**src/rtl/dac_adc_sequencer.sv**
```systemverilog
// Round-robin DAC update sequencer for four channels. Once every pending code
// is written and the analog path has settled, it triggers one ADC conversion.
module dac_adc_sequencer #(
  parameter int SETTLE_CYCLES = 200,
  parameter int BUSY_TIMEOUT  = 16,
  parameter int ADC_TIMEOUT   = 4096
) (
  input  logic        clk,
  input  logic        RST_N,
  input  logic [3:0]  req_valid,
  input  logic [63:0] req_data,
  output logic [3:0]  req_ready,
  output logic        dac_start,
  output logic [1:0]  dac_sel,
  output logic [15:0] dac_word,
  input  logic        dac_busy,
  output logic        adc_start,
  input  logic [15:0] adc_data,
  input  logic        adc_done,
  output logic [15:0] sample_data,
  output logic        sample_valid,
  output logic        seq_idle
);

  typedef enum logic [2:0] {
    IDLE, ISSUE, WAIT_HI, WAIT_LO, SETTLE, ADC_TRIG, ADC_WAIT
  } state_t;

  localparam int TMAX_A = (SETTLE_CYCLES > BUSY_TIMEOUT) ? SETTLE_CYCLES : BUSY_TIMEOUT;
  localparam int TMAX   = (TMAX_A > ADC_TIMEOUT) ? TMAX_A : ADC_TIMEOUT;
  localparam int TW     = $clog2(TMAX + 1);

  state_t        state, state_d, after_write;
  logic [3:0]    pending, accept, issue_clr;
  logic [15:0]   hold [4];
  logic [1:0]    rr_ptr, pick;
  logic [TW-1:0] timer;
  logic          any_pending, timer_run;

  assign accept      = req_valid & ~pending;
  assign any_pending = |pending;
  assign req_ready   = ~pending;
  assign seq_idle    = (state == IDLE) && !any_pending;
  assign timer_run   = (state == WAIT_HI) || (state == SETTLE) || (state == ADC_WAIT);

  // Walk down from the farthest offset so the nearest pending channel wins.
  always_comb begin
    pick = rr_ptr;
    for (int k = 3; k >= 0; k--) begin
      if (pending[rr_ptr + 2'(k)]) pick = rr_ptr + 2'(k);
    end
  end

  // NOTE: every always_comb output gets a default before any branch so no
  // path can leave it unassigned and infer a latch.
  always_comb begin
    issue_clr   = '0;
    after_write = any_pending ? ISSUE : ((SETTLE_CYCLES == 0) ? ADC_TRIG : SETTLE);
    state_d     = state;
    if (state == ISSUE) issue_clr = 4'b0001 << dac_sel;
    unique case (state)
      IDLE:     if (any_pending) state_d = ISSUE;
      ISSUE:    state_d = WAIT_HI;
      WAIT_HI: begin
        if (dac_busy)                             state_d = WAIT_LO;
        else if (timer == TW'(BUSY_TIMEOUT - 1)) state_d = after_write;
      end
      WAIT_LO:  if (!dac_busy) state_d = after_write;
      SETTLE: begin
        // A late request must be written before converting; settle reruns after it.
        if (any_pending)                          state_d = ISSUE;
        else if (timer == TW'(SETTLE_CYCLES - 1)) state_d = ADC_TRIG;
      end
      ADC_TRIG: state_d = ADC_WAIT;
      ADC_WAIT: if (adc_done || timer == TW'(ADC_TIMEOUT - 1)) state_d = IDLE;
      default:  state_d = IDLE;
    endcase
  end

  // NOTE: sequential state uses non-blocking assignments so every register
  // samples the pre-edge values, independent of statement order.
  always_ff @(posedge clk) begin
    if (!RST_N) begin
      state        <= IDLE;
      pending      <= '0;
      rr_ptr       <= '0;
      timer        <= '0;
      dac_sel      <= '0;
      dac_word     <= '0;
      dac_start    <= 1'b0;
      adc_start    <= 1'b0;
      sample_data  <= '0;
      sample_valid <= 1'b0;
    end else begin
      state        <= state_d;
      pending      <= (pending & ~issue_clr) | accept;
      timer        <= (state_d != state || !timer_run) ? '0 : timer + TW'(1);
      dac_start    <= (state_d == ISSUE);
      adc_start    <= (state_d == ADC_TRIG);
      sample_valid <= (state == ADC_WAIT) && adc_done;
      // The word is captured on entry to ISSUE and held until the next issue.
      if (state_d == ISSUE) begin
        dac_sel  <= pick;
        dac_word <= hold[pick];
      end
      if (state == ISSUE) rr_ptr <= dac_sel + 2'd1;
      if (state == ADC_WAIT && adc_done) sample_data <= adc_data;
    end
  end

  // NOTE: the holding registers carry no reset; a code is only ever read
  // while its pending flag is set, and that flag is reset.
  always_ff @(posedge clk) begin
    for (int i = 0; i < 4; i++) begin
      if (accept[i]) hold[i] <= req_data[16*i +: 16];
    end
  end

endmodule

```
**config.mk**
```make
export PLATFORM = sky130hd
export DESIGN_NAME = dac_adc_sequencer
export DESIGN_NICKNAME = d
export VERILOG_FILES = /design/src/rtl/dac_adc_sequencer.sv
export SDC_FILE = /design/constraint.sdc
export NUM_CORES = 1
export LEC_CHECK = 0
export CORE_MARGIN = 5
export CORE_UTILIZATION = 44
export DETAILED_ROUTE_END_ITERATION = 10
export PLACE_DENSITY = 0.74
export SYNTH_ARGS = -nofsm -noshare
export SYNTH_HDL_FRONTEND = slang
export SYNTH_SLANG_ARGS = --single-unit
```
**constraint.sdc**
```tcl
create_clock -name clk -period 2.04 [get_ports clk]
set_clock_uncertainty 0.05 [all_clocks]
set_input_delay 0.408 -clock clk [delete_from_list [all_inputs] [get_ports clk]]
set_output_delay 0.408 -clock clk [all_outputs]
set_load 0.02 [all_outputs]
```
==> reports/results.ini, run 1 <==
[timing]
worst_pin_slew_ns = 0.3008
hold_viol = 0
fin_crit_sh_pct = 105.4
slew_viol_final = 0
max-slew-margin-rel_pct = 79.94
finalCriticalPeriod_ns = 2.149
timing.hold.ws_ns = 0.4009
rsz0062_at_grt = yes
setup_slack_ns = -0.1092
tns_ns = -1.712
finalSetupViolCount = 30
max_freq_ghz = 0.4653

[drt]
ant_nets = 0
remaining_drc_errors = 0
drt_iter0_drc = 176
firstDrtPassIters = 4
wirelength_um = 13240
vias_per_cell = 5.177
vias = 3929
wl_per_cell_um = 17.44

[floorplanning]
core-area_um2 = 11370
fp.dieW_um = 117.5
die_y_um = 117.5
num_rows = 39
dieArea_um2 = 13810
ioPinCount = 130
start_util_pct = 44.73

[clocking]
cts.clk_slew.worst_paths_ns = 0.06
cts_root_buf = clkbuf_16
cts.sinks = 123
cts_buffers = 17
clockBufferDepth = 2
clkLatencyLatePin_ns = 0.41
cts_tree = yes
postCtsHoldBufs = 0
h-tree-depth = 4

[power]
combPwrFrac_pct = 20.6
pwr_density_cell_nw_per_um2 = 1010
p_sw_share_pct = 25.67
netSwitchingPower_mw = 1.976
ir_worst_vdd_v = 0.0005587
pwr-share-seq_pct = 38.2
fin_total_pwr_mw = 7.697
p_leak_nw = 2.899
power.share.clock_pct = 41.2
intPower_mw = 5.721

[yosys]
ys_ff_latch = 123
syn_inst = 428
yosysUniqueCellTypes = 56
async_flop_share_pct = 0
syn-num-nets = 521
synth_top_family_by_area = simple AND/OR/NAND/NOR gates
synth-simple-area-share_pct = 13.63
synth_compound_area_share_pct = 11.29
ys_seq_area_share_pct = 61.01
synth_xor_xnor_area_share_pct = 1.894
synth_flop_cell = edfxtp_1
muxShareOfSynthArea_pct = 6.691
synth_area_per_cell_um2 = 11.88
syn_area_um2 = 5086
ys_warn_count = 0
synthAdderAreaFrac_pct = 1.230
synth_edf_count = 64

[grt]
grt_pass1_wl_um = 21270
grt_util_met3_pct = 5.718
antenna_found_initial = 0
met1_usage_pct = 22.00
grt_pass1_vias = 4274
grt_max_degree = 21
grtUsageTotal_pct = 19.26
use_met2_pct = 34.12
grt-ovfl-total = 0
grt.busiest_layer = met2

[worst_setup_path]
rrSetupSlack_ns = -0.11
r2r_cells = 7
crit-reg2reg-launch = timer[9]$_SDFF_PP0_
r2r_end = dac_word[4]$_SDFFE_PN0P_
critPathKind = reg -> reg
worstSetupEndpointType = register
critPathMaxFanout = 8
startpoint_type = register
critical_path_arrival_ns = 2.42
worstPathRequired_ns = 2.31

[hold_path]
hold_depth = 2
hp-start = sample_data[1]$_SDFFE_PN0P_
holdCritPathClass = reg -> reg
holdPathEnd = sample_data[1]$_SDFFE_PN0P_

[layout]
final_cell_area_um2 = 7624
fill_cells = 863
multi_input_area_um2 = 1909
syn_to_final_growth_pct = 49.89
antennaDiodeCount = 0
nNetsFinal = 696
regArea_um2 = 3115
final_util_pct = 67.05
drive_above_1_share_pct = 23.86
fin_cells = 759

[placed_design]
post-place-ws_ns = -0.2889
io_buffers = 129
dpl.cell_count = 722
place_congestion = 0.8733
placed_cell_area_um2 = 6812
place_hpwl_um = 9099

[outcome]
violations = setup timing
outcome = finished with violations

[run]
cap_violations = 0

## power by group through the flow
| stage | clock network [mW] | registers [mW] | logic [mW] |
|---|---|---|---|
| 2_1_floorplan | 0 | 3.08 | 0.728 |
| 3_3_place_gp | 0 | 2.97 | 1.44 |
| 3_5_place_dp | 0 | 2.98 | 1.48 |
| 4_1_cts | 3.22 | 2.94 | 1.59 |
| 5_1_grt | 3.35 | 2.96 | 1.69 |
| 6_report | 3.17 | 2.94 | 1.59 |
## worst max path at each step
stage | start | end | slack (ns) | depth (start not counted)
CTS | timer[9]$_SDFF_PP0_ | dac_word[4]$_SDFFE_PN0P_ | -0.10 | 7
detailed placement | adc_done | timer[2]$_SDFF_PP0_ | -0.29 | 6
global route | timer[9]$_SDFF_PP0_ | dac_word[4]$_SDFFE_PN0P_ | -0.20 | 7
global placement | adc_done | timer[12]$_SDFF_PP0_ | -0.20 | 6
floorplan | timer[11]$_SDFF_PP0_ | dac_word[10]$_SDFFE_PN0P_ | -0.08 | 8
finish | timer[9]$_SDFF_PP0_ | dac_word[4]$_SDFFE_PN0P_ | -0.11 | 7
## critical path, stage by stage, from the launching register on
cell and delay (ns):
dfxtp_2 0.35, nor4_4 0.33, a41oi_2 0.20, o41a_2 0.47
nor2_4 0.12, or2_4 0.17, buf_12 0.15, mux2i_2 0.22
## Yosys cell counts (3+ instances only)
master | instances | area [µm²]
nand3_1 | 4 | 20.02
nand2_1 | 70 | 262.8
nor2_1 | 25 | 93.84
xnor2_1 | 6 | 52.55
mux2i_1 | 34 | 340.3
nor2b_1 | 9 | 56.30
a221o_2 | 9 | 101.4
o21ai_0 | 10 | 50.05
xor2_1 | 5 | 43.79
inv_1 | 11 | 41.29
clkbuf_8 | 4 | 55.05
dfxtp_1 | 59 | 1181
nor3_1 | 3 | 15.01
or3_1 | 3 | 18.77
ha_1 | 5 | 62.56
a31oi_1 | 5 | 31.28
edfxtp_1 | 64 | 1922
a21oi_1 | 36 | 180.2
and3_1 | 4 | 25.02
a221o_1 | 7 | 70.07
buf_2 | 6 | 30.03
clkbuf_1 | 10 | 37.54
## cells in the final DEF (no fill, tap or decap), types with 7 or more instances in the layout
cell / instances
clkbuf_16: 17
a21oi_1: 36
o21ai_0: 8
nor2_2: 10
nor2_1: 15
a221o_1: 7
mux2i_1: 33
a221o_2: 9
nand2_1: 69
dfxtp_2: 10
buf_4: 44
inv_1: 11
dfxtp_1: 49
edfxtp_1: 64
clkdlybuf4s50_1: 125
## cell families after synthesis
kind of cell | after synthesis
adder cells (fa/ha/maj) | 5
buffers and inverters | 36
flip-flops | 123
AO/OA/AOI/OAI | 79
multiplexers | 34
XOR/XNOR | 11
AND/OR/NAND/NOR | 140
## flip-flops by register name (all words and copies together) (netlist names)
| signal | count |
|---|---|
| sample_valid | 1 |
| rr_ptr | 2 |
| pending | 4 |
| hold | 64 |
| adc_start | 1 |
| dac_sel | 2 |
| dac_word | 16 |
| state | 3 |
| dac_start | 1 |
| timer | 13 |
| sample_data | 16 |
## repair_timing
item	in CTS	in global routing
pin swaps	13	9
setup buffers	2	1
endpoints found under the setup margin	35	35
gates cloned	2	0
gates resized for setup	23	20
## metal layers
metal,vias up,part of all wire [%]
met2,118,52
met1,1894,40
met4,0,1.9
met5,-,0
met3,21,5.6
li1,1896,-
## final cells by class
cell class,count,area share (%)
well taps,143,2.347
clock inverters,14,2.511
flip-flops and latches,123,40.87
multi-input cells,270,25.05
clock buffers,18,5.761
inverters,12,0.5908
repair buffers,179,22.88
Note: power is estimated with default switching activity, not from simulation.
==> run 2, diff against run 1 <==
- SETUP_SLACK_MARGIN: default -> 0.02
- SLEW_MARGIN: default -> 20
==> reports/results.ini, run 2 (synthesis gave the netlist of run 1 again) <==
[drt]
ant_nets = 0  ; unchanged
vias = 3943  ; +0.36%
vias_per_cell = 5.202  ; +0.49%
wl_per_cell_um = 17.25  ; -1.1%
drt_iter0_drc = 162  ; -8.0%
firstDrtPassIters = 4  ; unchanged
wirelength_um = 13070  ; -1.3%
remaining_drc_errors = 0  ; unchanged

[worst_setup_path]
worstSetupEndpointType = register
worstPathRequired_ns = 2.28  ; -0.03 ns
rrSetupSlack_ns = -0.15  ; -0.04 ns
crit_start = timer[11]$_SDFF_PP0_
startpoint_type = register
cp_top_family = simple AND/OR/NAND/NOR gates
cp_cell_sequence = or2b_1 -> or4_4 -> nand2_4 -> o2111ai_4 -> or2_4 -> buf_12 -> mux2i_1
critical_path_arrival_ns = 2.43  ; about the same
cpPeakStageDelay_ns = 0.57  ; +0.10 ns
critPathMaxFanout = 8  ; unchanged
r2r_cells = 7  ; unchanged
crit_slowest_cell = or4_4
crit-reg2reg-launch = timer[11]$_SDFF_PP0_
cp.depth = 7  ; unchanged
critical_path_buf_inv_count = 1  ; unchanged
critPathKind = reg -> reg

[layout]
top_regs = hold: 64 flops, dac_word: 16 flops, sample_data: 16 flops
nNetsFinal = 695  ; -0.14%
layout_commonest_cell = clkdlybuf4s50_1
final_cell_area_um2 = 7617  ; about the same
final_util_pct = 67.00  ; about the same
largest_reg_flops = 64  ; unchanged
syn_to_final_growth_pct = 49.77  ; about the same
regArea_um2 = 3114  ; about the same
fill_cells = 846  ; -2.0%
top_register = hold
multi_input_area_um2 = 1897  ; -0.66%
final_cell_mix = 123 x clkdlybuf4s50_1, 70 x nand2_1, 64 x edfxtp_1
drive_above_1_share_pct = 22.11  ; -1.7 points
antennaDiodeCount = 0  ; unchanged

[outcome]
outcome = finished with violations
violations = setup timing

[run]
cap_violations = 0  ; unchanged

[hold_path]
holdCritPathClass = reg -> reg
hp-start = sample_data[9]$_SDFFE_PN0P_
hold_depth = 2  ; unchanged

[timing]
fin_crit_sh_pct = 107.3  ; +2.0 points
setup_slack_ns = -0.1493  ; -0.04007 ns
timing.hold.ws_ns = 0.4080  ; +0.007077 ns
max-slew-margin-rel_pct = 77.92  ; -2.0 points
finalSetupViolCount = 32  ; +6.7%
slew_viol_final = 0  ; unchanged
hold_viol = 0  ; unchanged
max_freq_ghz = 0.4568  ; -1.8%
worst_pin_slew_ns = 0.3307  ; +0.02986 ns
rsz0062_at_grt = yes
finalCriticalPeriod_ns = 2.189  ; +0.04007 ns

[floorplanning]
num_rows = 39  ; unchanged
start_util_pct = 44.73  ; unchanged
die_y_um = 117.5  ; unchanged
dieArea_um2 = 13810  ; unchanged
ioPinCount = 130  ; unchanged
fp.dieW_um = 117.5  ; unchanged
core-area_um2 = 11370  ; unchanged

[grt]
antenna_found_initial = 0  ; unchanged
grtUsageTotal_pct = 19.32  ; +0.061 points
grt-ovfl-total = 0  ; unchanged
grt_pass1_wl_um = 21450  ; +0.85%
grt_util_met3_pct = 6.247  ; +0.53 points
use_met2_pct = 33.38  ; -0.74 points
grt_max_degree = 25  ; +19%
met1_usage_pct = 22.65  ; +0.65 points
grt_pass1_vias = 4313  ; +0.91%
grt.busiest_layer = met2

[placed_design]
io_buffers = 129  ; unchanged
placed_cell_area_um2 = 6807  ; about the same
place_hpwl_um = 8771  ; -3.6%
place_congestion = 0.8622  ; -1.3%

[clocking]
h-tree-depth = 4  ; unchanged
cts_root_buf = clkbuf_16
postCtsHoldBufs = 0  ; unchanged
cts.sinks = 123  ; unchanged
clkLatencyLatePin_ns = 0.41  ; about the same
cts.clk_slew.worst_paths_ns = 0.05  ; about the same
clockBufferDepth = 2  ; unchanged
cts_tree = yes
cts_buffers = 17  ; unchanged

[power]
p_leak_nw = 2.912  ; +0.44%
ir_worst_vdd_v = 0.0006548  ; +17%
pwr_density_cell_nw_per_um2 = 1006  ; -0.36%
fin_total_pwr_mw = 7.664  ; -0.44%

==> run 2: where the power goes <==
group | total, mW | internal [mW] | switching, mW | leakage [nW]
clock network | 3.09 | 2.04 | 1.06 | 0.292
logic | 1.63 | 0.864 | 0.768 | 1.53
registers | 2.94 | 2.82 | 0.119 | 1.09
==> run 2: routing by layer <==
layer	vias to the layer above	share of wire, %
met5	-	0
met4	0	2.0
met3	22	4.8
met2	112	51
met1	1908	42
li1	1901	-
==> run 2: path summary, 6_finish.rpt <==
kind / to
setup reg to reg: dac_word[10]$_SDFFE_PN0P_
hold reg to reg: sample_data[9]$_SDFFE_PN0P_
hold / removal: sample_data[9]$_SDFFE_PN0P_
setup / recovery: dac_word[10]$_SDFFE_PN0P_
==> run 2: worst register-to-register path: cells and delay by family, from the launching register on <==
kind / cells / cell delay [ns]
AOI/OAI and AO/OA: 1 / 0.14
and+or+nand+nor: 4 / 1.24
muxes: 1 / 0.12
buffers and inverters: 1 / 0.16
DFF: 1 / 0.37
==> run 2: area by class of cell <==
type / count / area share, %
multi-input cells: 270 / 24.90
well taps: 143 / 2.349
clock buffers: 20 / 5.733
flip-flops and latches: 123 / 40.88
clock inverters: 12 / 2.250
inverters: 12 / 0.5913
repair buffers: 178 / 23.29
==> run 2: stage by stage <==
step | instances | setup WS [ns] | setup TNS [ns]
6_report | 758 | -0.1493 | -3.163
5_1_grt | 758 | -0.2223 | -5.097
4_1_cts | 757 | -0.1412 | -2.814
3_5_place_dp | 718 | -0.2633 | -6.019
3_3_place_gp | 718 | -0.1847 | -4.059
2_1_floorplan | 428 | -0.08312 | -0.8312
==> run 2: what timing repair did <==
| item | in CTS | in global routing |
|---|---|---|
| pin swaps | 15 | 8 |
| gates resized for setup | 26 | 15 |
| setup endpoints to repair | 39 | 38 |
| setup buffers | 5 | 1 |
| cloned | 2 | 0 |
==> run 3, diff against run 2 <==
- CORE_MARGIN: 5 -> default
==> reports/results.ini, run 3 (synthesis gave the netlist of run 1 again) <==
[outcome]
outcome = finished with violations
violations = setup timing

[layout]
final_cell_mix = 125 x clkdlybuf4s50_1, 70 x nand2_1, 64 x edfxtp_1
fill_cells = 814  ; -3.8%
largest_reg_flops = 64  ; unchanged
nNetsFinal = 697  ; +0.29%
layout_commonest_cell = clkdlybuf4s50_1
final_util_pct = 69.61  ; +2.6 points
top_regs = hold: 64 flops, dac_word: 16 flops, sample_data: 16 flops
syn_to_final_growth_pct = 50.97
antennaDiodeCount = 0  ; unchanged
top_register = hold
drive_above_1_share_pct = 23.34  ; +1.2 points

[timing]
worst_pin_slew_ns = 0.2787  ; -0.05197 ns
rsz0062_at_grt = yes
hold_viol = 0  ; unchanged
setup_slack_ns = -0.1831  ; -0.03377 ns
finalCriticalPeriod_ns = 2.223  ; +0.03377 ns
max-slew-margin-rel_pct = 80.89  ; +3.0 points
timing.hold.ws_ns = 0.4042  ; -0.003813 ns
slew_viol_final = 0  ; unchanged
fin_crit_sh_pct = 109.0  ; +1.7 points
max_freq_ghz = 0.4498  ; -1.5%
finalSetupViolCount = 32  ; unchanged

[power]
ir_worst_vdd_v = 0.0005328  ; -19%
pwr_density_cell_nw_per_um2 = 992.9  ; -1.3%
fin_total_pwr_mw = 7.624  ; -0.52%
p_leak_nw = 2.902  ; -0.32%

[clocking]
clockBufferDepth = 2  ; unchanged
cts_buffers = 17  ; unchanged
cts.sinks = 123  ; unchanged
h-tree-depth = 4  ; unchanged
clkLatencyLatePin_ns = 0.41  ; about the same
cts.clk_slew.worst_paths_ns = 0.05  ; about the same
cts_root_buf = clkbuf_16
cts_tree = yes

[drt]
remaining_drc_errors = 0  ; unchanged
wl_per_cell_um = 17.27  ; +0.12%
vias = 3978  ; +0.89%
drt_iter0_drc = 181  ; +12%
wirelength_um = 13070  ; about the same
ant_nets = 0  ; unchanged
vias_per_cell = 5.255  ; +1.0%
firstDrtPassIters = 4  ; unchanged

[worst_setup_path]
critical_path_arrival_ns = 2.50  ; +0.07 ns
startpoint_type = register
worstPathRequired_ns = 2.31  ; +0.03 ns
critPathKind = reg -> reg
worstSetupEndpointType = register
critPathMaxFanout = 8  ; unchanged
rrSetupSlack_ns = -0.18  ; -0.03 ns

[floorplanning]
fp.dieW_um = 109.5  ; -6.8%
core-area_um2 = 11030  ; -3.0%
dieArea_um2 = 11990  ; -13%
die_y_um = 109.5  ; -6.8%
ioPinCount = 130  ; unchanged
num_rows = 38  ; -2.6%
start_util_pct = 46.11  ; +1.4 points

[grt]
grtUsageTotal_pct = 22.67  ; +3.3 points
antenna_found_initial = 0  ; unchanged
grt-ovfl-total = 0  ; unchanged
grt_pass1_vias = 4010  ; -7.0%
grt_pass1_wl_um = 19930  ; -7.1%
grt_max_degree = 27  ; +8.0%

[hold_path]
holdCritPathClass = reg -> reg

[placed_design]
io_buffers = 129  ; unchanged
post-place-ws_ns = -0.2913  ; -0.02802 ns
place_congestion = 0.9036  ; +4.8%
place_hpwl_um = 8568  ; -2.3%

[run]
cap_violations = 0  ; unchanged

-- run 3: cell types whose count changed in the layout (fill, tap and decap cells not counted), sizes merged --
cell           delta
inv               +1
clkinv            -3
dlymetal6s2s      -2
clkdlybuf4s50     +2
bufinv            -1
clkinvlp          +4
buf               +1
clkdlybuf4s15     +1
a31o              -1
-- run 3: critical path, cell delays in order, from the launching register on --
cell and delay (ns):
dfxtp_4 0.37, or2b_1 0.25, or4_4 0.58, nand2_4 0.10, o2111ai_4 0.13, or2_4 0.31, buf_16 0.16, mux2i_2 0.20
-- run 3: layer usage --
layer | wire length, µm | global-route usage, % | vias to the layer above
met3 | 830 | 6.639 | 23
met4 | 221 | 9.714 | 0
li1 | - | - | 1903
met2 | 6645 | 39.04 | 138
met1 | 5372 | 26.23 | 1914
met5 | 0 | 0 | -
-- run 3: layout make-up --
type	instances	area [µm²]	area share, %
multi-input combinational	269	1912	24.90
inverter	12	45.04	0.5866
timing repair buffer	181	1821	23.71
clock inverter	13	166.4	2.167
clock buffer	19	442.9	5.768
tap	140	175.2	2.281
sequential	123	3117	40.59
-- run 3: final timing paths --
check,from,end,cells past startpoint
max,timer[11]$_SDFF_PP0_,dac_word[1]$_SDFFE_PN0P_,7
min,sample_data[7]$_SDFFE_PN0P_,sample_data[7]$_SDFFE_PN0P_,2
max reg2reg,timer[11]$_SDFF_PP0_,dac_word[1]$_SDFFE_PN0P_,7
min reg2reg,sample_data[7]$_SDFFE_PN0P_,sample_data[7]$_SDFFE_PN0P_,2
-- run 3: metrics by stage --
stage | cells | instance area, µm² | TNS [ns]
2_1_floorplan | 428 | 5101 | -0.8312
3_3_place_gp | 718 | 6825 | -4.305
3_5_place_dp | 718 | 6825 | -6.469
4_1_cts | 755 | 7540 | -2.551
5_1_grt | 757 | 7679 | -5.271
6_report | 757 | 7679 | -3.732
-- run 3: timing repair --
action,4_1_cts,5_1_grt
pin swaps,9,4
cloned,1,1
hold buffers,0,0
setup endpoints to repair,36,36
setup buffers,4,1
gates resized for setup,18,26
-- run 3: power by group --
group	switching, mW	internal, mW
registers	0.111	2.82
clock network	1.10	1.96
logic	0.782	0.854
